[src/rtl/bolucu_iter.sv]
// Iterative radix-2 restoring divider with RISC-V M-extension DIV/REM semantics.
// One operation in flight; quotient and remainder are registered and held until the next result.
module bolucu_iter #(
    parameter int unsigned VERI_BIT = 32
) (
    input  logic                clk_i,
    input  logic                rst_i,
    input  logic [VERI_BIT-1:0] bolunen_i,
    input  logic                bolunen_isaretli_i,
    input  logic [VERI_BIT-1:0] bolen_i,
    input  logic                bolen_isaretli_i,
    input  logic                islem_gecerli_i,
    output logic                mesgul_o,
    output logic [VERI_BIT-1:0] bolum_o,
    output logic [VERI_BIT-1:0] kalan_o,
    output logic                sonuc_gecerli_o
);

    localparam int unsigned SayW = $clog2(VERI_BIT) + 1;
    localparam logic [VERI_BIT-1:0] MinNeg = {1'b1, {(VERI_BIT-1){1'b0}}};

    typedef enum logic [1:0] {StBosta, StHesapla, StDuzelt} durum_e;

    durum_e              durum_q;
    logic [VERI_BIT-1:0] q_q;
    logic [VERI_BIT-1:0] r_q;
    logic [VERI_BIT:0]   bolen_q;
    logic                neg_q_q;
    logic                neg_r_q;
    logic [SayW-1:0]     sayac_q;
    logic                mesgul_q;
    logic                gecerli_q;
    logic [VERI_BIT-1:0] bolum_q;
    logic [VERI_BIT-1:0] kalan_q;

    logic                isaret0;
    logic                isaret1;
    logic [VERI_BIT-1:0] bolunen_abs;
    logic [VERI_BIT:0]   bolen_ext;
    logic [VERI_BIT:0]   bolen_abs;
    logic                bolen_sifir;
    logic                tasma;
    logic [VERI_BIT:0]   r_kay;
    logic                buyuk_esit;
    logic [VERI_BIT-1:0] fark;
    logic [VERI_BIT-1:0] bolum_son;
    logic [VERI_BIT-1:0] kalan_son;

    always_comb begin
        isaret0     = bolunen_i[VERI_BIT-1] & bolunen_isaretli_i;
        isaret1     = bolen_i[VERI_BIT-1] & bolen_isaretli_i;
        // |MIN_NEG| wraps back to MIN_NEG, which is the correct magnitude read as unsigned.
        bolunen_abs = isaret0 ? -bolunen_i : bolunen_i;
        bolen_ext   = {isaret1, bolen_i};
        bolen_abs   = isaret1 ? -bolen_ext : bolen_ext;
        bolen_sifir = (bolen_i == '0);
        tasma       = isaret0 & isaret1 & (bolunen_i == MinNeg) & (bolen_i == '1);
        r_kay       = {r_q, q_q[VERI_BIT-1]};
        buyuk_esit  = (r_kay >= bolen_q);
        // The true difference is below the divisor, so it always fits in VERI_BIT bits.
        fark        = r_kay[VERI_BIT-1:0] - bolen_q[VERI_BIT-1:0];
        bolum_son   = neg_q_q ? -q_q : q_q;
        kalan_son   = neg_r_q ? -r_q : r_q;
    end

    always_ff @(posedge clk_i) begin
        if (!rst_i) begin
            durum_q   <= StBosta;
            q_q       <= '0;
            r_q       <= '0;
            bolen_q   <= '0;
            neg_q_q   <= 1'b0;
            neg_r_q   <= 1'b0;
            sayac_q   <= '0;
            mesgul_q  <= 1'b0;
            gecerli_q <= 1'b0;
            bolum_q   <= '0;
            kalan_q   <= '0;
        end else begin
            gecerli_q <= 1'b0;
            unique case (durum_q)
                StBosta: begin
                    if (islem_gecerli_i) begin
                        mesgul_q <= 1'b1;
                        bolen_q  <= bolen_abs;
                        sayac_q  <= SayW'(VERI_BIT);
                        if (bolen_sifir) begin
                            q_q     <= '1;
                            r_q     <= bolunen_i;
                            neg_q_q <= 1'b0;
                            neg_r_q <= 1'b0;
                            durum_q <= StDuzelt;
                        end else if (tasma) begin
                            q_q     <= MinNeg;
                            r_q     <= '0;
                            neg_q_q <= 1'b0;
                            neg_r_q <= 1'b0;
                            durum_q <= StDuzelt;
                        end else begin
                            q_q     <= bolunen_abs;
                            r_q     <= '0;
                            neg_q_q <= isaret0 ^ isaret1;
                            neg_r_q <= isaret0;
                            durum_q <= StHesapla;
                        end
                    end
                end
                StHesapla: begin
                    q_q     <= {q_q[VERI_BIT-2:0], buyuk_esit};
                    r_q     <= buyuk_esit ? fark : r_kay[VERI_BIT-1:0];
                    sayac_q <= sayac_q - SayW'(1);
                    if (sayac_q == SayW'(1)) begin
                        durum_q <= StDuzelt;
                    end
                end
                StDuzelt: begin
                    bolum_q   <= bolum_son;
                    kalan_q   <= kalan_son;
                    gecerli_q <= 1'b1;
                    mesgul_q  <= 1'b0;
                    durum_q   <= StBosta;
                end
                default: durum_q <= StBosta;
            endcase
        end
    end

    assign mesgul_o        = mesgul_q;
    assign sonuc_gecerli_o = gecerli_q;
    assign bolum_o         = bolum_q;
    assign kalan_o         = kalan_q;

endmodule

[config.mk]
export PLATFORM = sky130hd
export DESIGN_NAME = bolucu_iter
export DESIGN_NICKNAME = d
export VERILOG_FILES = /design/src/rtl/bolucu_iter.sv
export SDC_FILE = /design/constraint.sdc
export NUM_CORES = 1
export LEC_CHECK = 0
export ABC_CLOCK_PERIOD_IN_PS = 3200
export CAP_MARGIN = 20
export CORE_MARGIN = 8
export CORE_UTILIZATION = 50
export CTS_BUF_LIST = sky130_fd_sc_hd__clkbuf_4 sky130_fd_sc_hd__clkbuf_8
export DETAILED_ROUTE_END_ITERATION = 10
export GPL_ROUTABILITY_DRIVEN = 1
export PLACE_DENSITY = 0.76
export SETUP_SLACK_MARGIN = 0.1
export SLEW_MARGIN = 40
export SYNTH_ARGS = -nofsm -noshare
export SYNTH_HDL_FRONTEND = slang
export SYNTH_SLANG_ARGS = --single-unit
[constraint.sdc]
create_clock -name clk_i -period 3.2 [get_ports clk_i]
set_input_delay 0.64 -clock clk_i [delete_from_list [all_inputs] [get_ports clk_i]]
set_output_delay 0.64 -clock clk_i [all_outputs]
set_load 0.03 [all_outputs]
==> impl_metrics.yaml <==
floorplan:
  dieArea_um2: 27600
  pin_count: 135
  die_h_um: 166
  initial_core_util: 0.504
  rows: 55
  core-area_um2: 22400
  die_w_um: 166
power:
  finalPower_mw: 9.73
  ir_worst_vdd_v: 0.000415
  p_per_area_nw_per_um2: 664
  p_leak_nw: 5.53
timing:
  grt_setup_unrepaired: "yes"
  period_share: 0.988
  worst_pin_slew_ns: 0.700
  clock.fmax_mhz: 316
  period_minus_slack_ns: 3.16
  setup_viol: 0
  hold_violations: 0
  relSlewSlack: 0.532
  finalMaxSlewViolations: 0
  clock-skew-final_ns: 0.0165
route:
  wl_mm: 37.5
  firstDrtPassIters: 6
  via_per_inst: 6.04
  wl_per_cell_um: 19.1
  ant_nets: 0
  drc: 0
  num_vias: 11900
  first_iter_violations: 1189
run:
  cap_violations: 0
critical_path:
  cp.buffers_inverters: 2
  crit_family: "compound AO/OA/AOI/OAI gates"
  regToRegStartpoint: "bolen_q[1]"
  cp.required_ns: 3.57
  path_class: "flip-flop to flip-flop"
  crit_chain: "inv_2 -> ha_4 -> nor2b_4 -> o31a_1 -> o31ai_4 -> a211oi_2 -> or3_4 -> a31oi_4 -> buf_12 -> mux2_2 -> a221oi_2 -> nor2_1"
  rrSetupSlack_ns: 0.04
  cp-end-kind: "flip-flop"
  startpoint_type: "flip-flop"
  path_max_fanout: 5
  r2r_cells: 12
  arrival_ns: 3.53
  max_stage_delay_ns: 0.43
  worstReg2RegEnd: "r_q[11]"
  cpMaxStageDelayCell: "or3_4"
synth:
  synthXorXnorAreaFrac: 0.112
  synthAdderAreaFrac: 0.0473
  synth_mux_area_frac: 0.0144
  ys_types: 67
  netlist_instances: 1451
  ys_async_sr_fraction: 0
  ys_ff_latch: 173
  yosysWarnings: 0
  synthesis.nets: 1562
  synth-compound-area-share: 0.274
  netlist_area_um2: 11300
  synth_flop_cell: "dfxtp_1"
  yosysSeqAreaShare: 0.307
  syn_area_per_cell_um2: 7.77
  synth_edf_count: 0
  synthSimpleGateAreaFrac: 0.187
  synth_top_family_by_area: "compound AO/OA/AOI/OAI gates"
placed_design:
  gp_congestion: 0.996
  dp_hpwl_mm: 28.3
  io_buffer_count: 134
finish:
  multiInputGateArea_um2: 7490
  layout-drive-gt1-share: 0.166
  final_common_cell: "nor2_1"
  syn2layout_area_growth_pct: 30.0
  nNetsFinal: 1781
  num_antenna_cells: 0
  n_fill_cell: 1937
  final_core_util: 0.655
  mostFrequentLayoutCells: "181 x nor2_1, 164 x dfxtp_1, 149 x buf_4, 134 x clkdlybuf4s50_1, 118 x a21oi_1"
  regArea_um2: 3480
global_routing:
  grt_pass1_vias: 11100
  grt-ovfl-total: 0
  grt_use_total: 0.257
  antenna_found_initial: 0
  grt_max_degree: 70
  grt_pass1_wl_mm: 58.5
clock_tree:
  insertion_delay_ns: 0.48
  clk_pin_slew_worst_paths_ns: 0.10
  cts_tree: "built"
  clock_path_buffers: 2
  cts_root_buffer: "clkbuf_8"
  clock-sinks: 173
  numCtsBuffers: 17
  htreeDepth: 4
min_path:
  whs_endpoint: "bolum_o[31]"
  hp-start: "bolum_o[31]"
  hold_class: "flip-flop to flip-flop"
  holdPathStages: 2
outcome:
  status: "complete, no violations"
## power breakdown
group | leakage, nW | switching [mW] | internal, mW
combinational | 3.90 | 2.90 | 2.38
clock | 0.212 | 0.885 | 0.767
sequential | 1.42 | 0.338 | 2.46
## per-layer routing
layer,GRT usage,vias to the layer above,share of wire
met5,0,-,0
met4,0.108,0,0.038
met3,0.0523,90,0.086
met2,0.403,546,0.45
met1,0.339,5531,0.43
li1,-,5721,-
## stage by stage
stage	setup TNS (ns)	setup WS, ns	cells	instance area, um^2	hold WS, ns
floorplan	0	0.110	1451	11300	0.428
global placement	-0.524	-0.134	1929	13800	0.441
detailed placement	-4.15	-0.235	1929	13800	0.455
CTS	0	0.0947	1965	14300	0.474
global route	-0.0588	-0.0230	1968	14700	0.492
finish	0	0.0369	1968	14700	0.469
## worst max-delay path by stage
stage | slack [ns] | depth (start not counted) | end | startpoint
floorplan | 0.11 | 12 | r_q[15] | r_q[15]
global placement | -0.13 | 12 | r_q[26] | bolen_i[10]
detailed placement | -0.24 | 12 | q_q[0] | bolunen_isaretli_i
CTS | 0.09 | 12 | r_q[5] | bolen_q[18]
global route | -0.02 | 12 | r_q[11] | bolen_q[1]
finish | 0.04 | 12 | r_q[11] | bolen_q[1]
## synth_stat cells (all sizes together), types with 17 or more instances
cell type  count  area, um^2
nand2         94         353
inv           73         274
nor2         186         706
o31ai         36         298
dfxtp        173        3460
ha            41         513
o21ai         91         455
xor2          88         771
a21oi        120         601
buf           23         120
nand4         18         113
nor3          29         150
or3           22         153
clkbuf        70         263
xnor2         56         490
a31oi         26         169
a211oi        90         676
a221oi        23         201
or4           17         139
## cell type report
cell class                      count  share of cell area
Timing Repair Buffer              293               0.180
Sequential cell                   173               0.237
Clock inverter                     12              0.0103
Tap cell                          285              0.0243
Inverter                           73              0.0189
Multi-Input combinational cell   1112               0.511
Clock buffer                       20              0.0184
## worst register-to-register path, cell delays in order, from the launching register on
cell and delay (ns):
dfxtp_2 0.35, inv_2 0.04, ha_4 0.21, nor2b_4 0.12
o31a_1 0.33, o31ai_4 0.31, a211oi_2 0.14, or3_4 0.43
a31oi_4 0.33, buf_12 0.18, mux2_2 0.34, a221oi_2 0.22
nor2_1 0.07
## state kept, by name, summed over array words and instances (netlist names)
register,flops
r_q,32
q_q,32
sayac_q,6
durum_q,2
kalan_o,32
bolum_o,32
sonuc_gecerli_o,1
mesgul_o,1
bolen_q,33
neg_q_q,1
neg_r_q,1
## cells by family after synthesis
| kind of cell | Yosys count |
|---|---|
| XOR/XNOR | 144 |
| flip-flops | 173 |
| AND/OR/NAND/NOR | 443 |
| buffers and inverters | 166 |
| adder cells (fa/ha/maj) | 42 |
| multiplexers | 15 |
| AO/OA/AOI/OAI | 468 |
## timing repair
item / 4_1_cts / 5_1_grt
setup buffers: 3 / 3
resized for setup: 4 / 59
hold buffers: 0 / 0
endpoints found under the setup margin: 18 / 24
pin swaps: 3 / 23
gates cloned: 1 / 1
(Power assumes the default switching activity.)
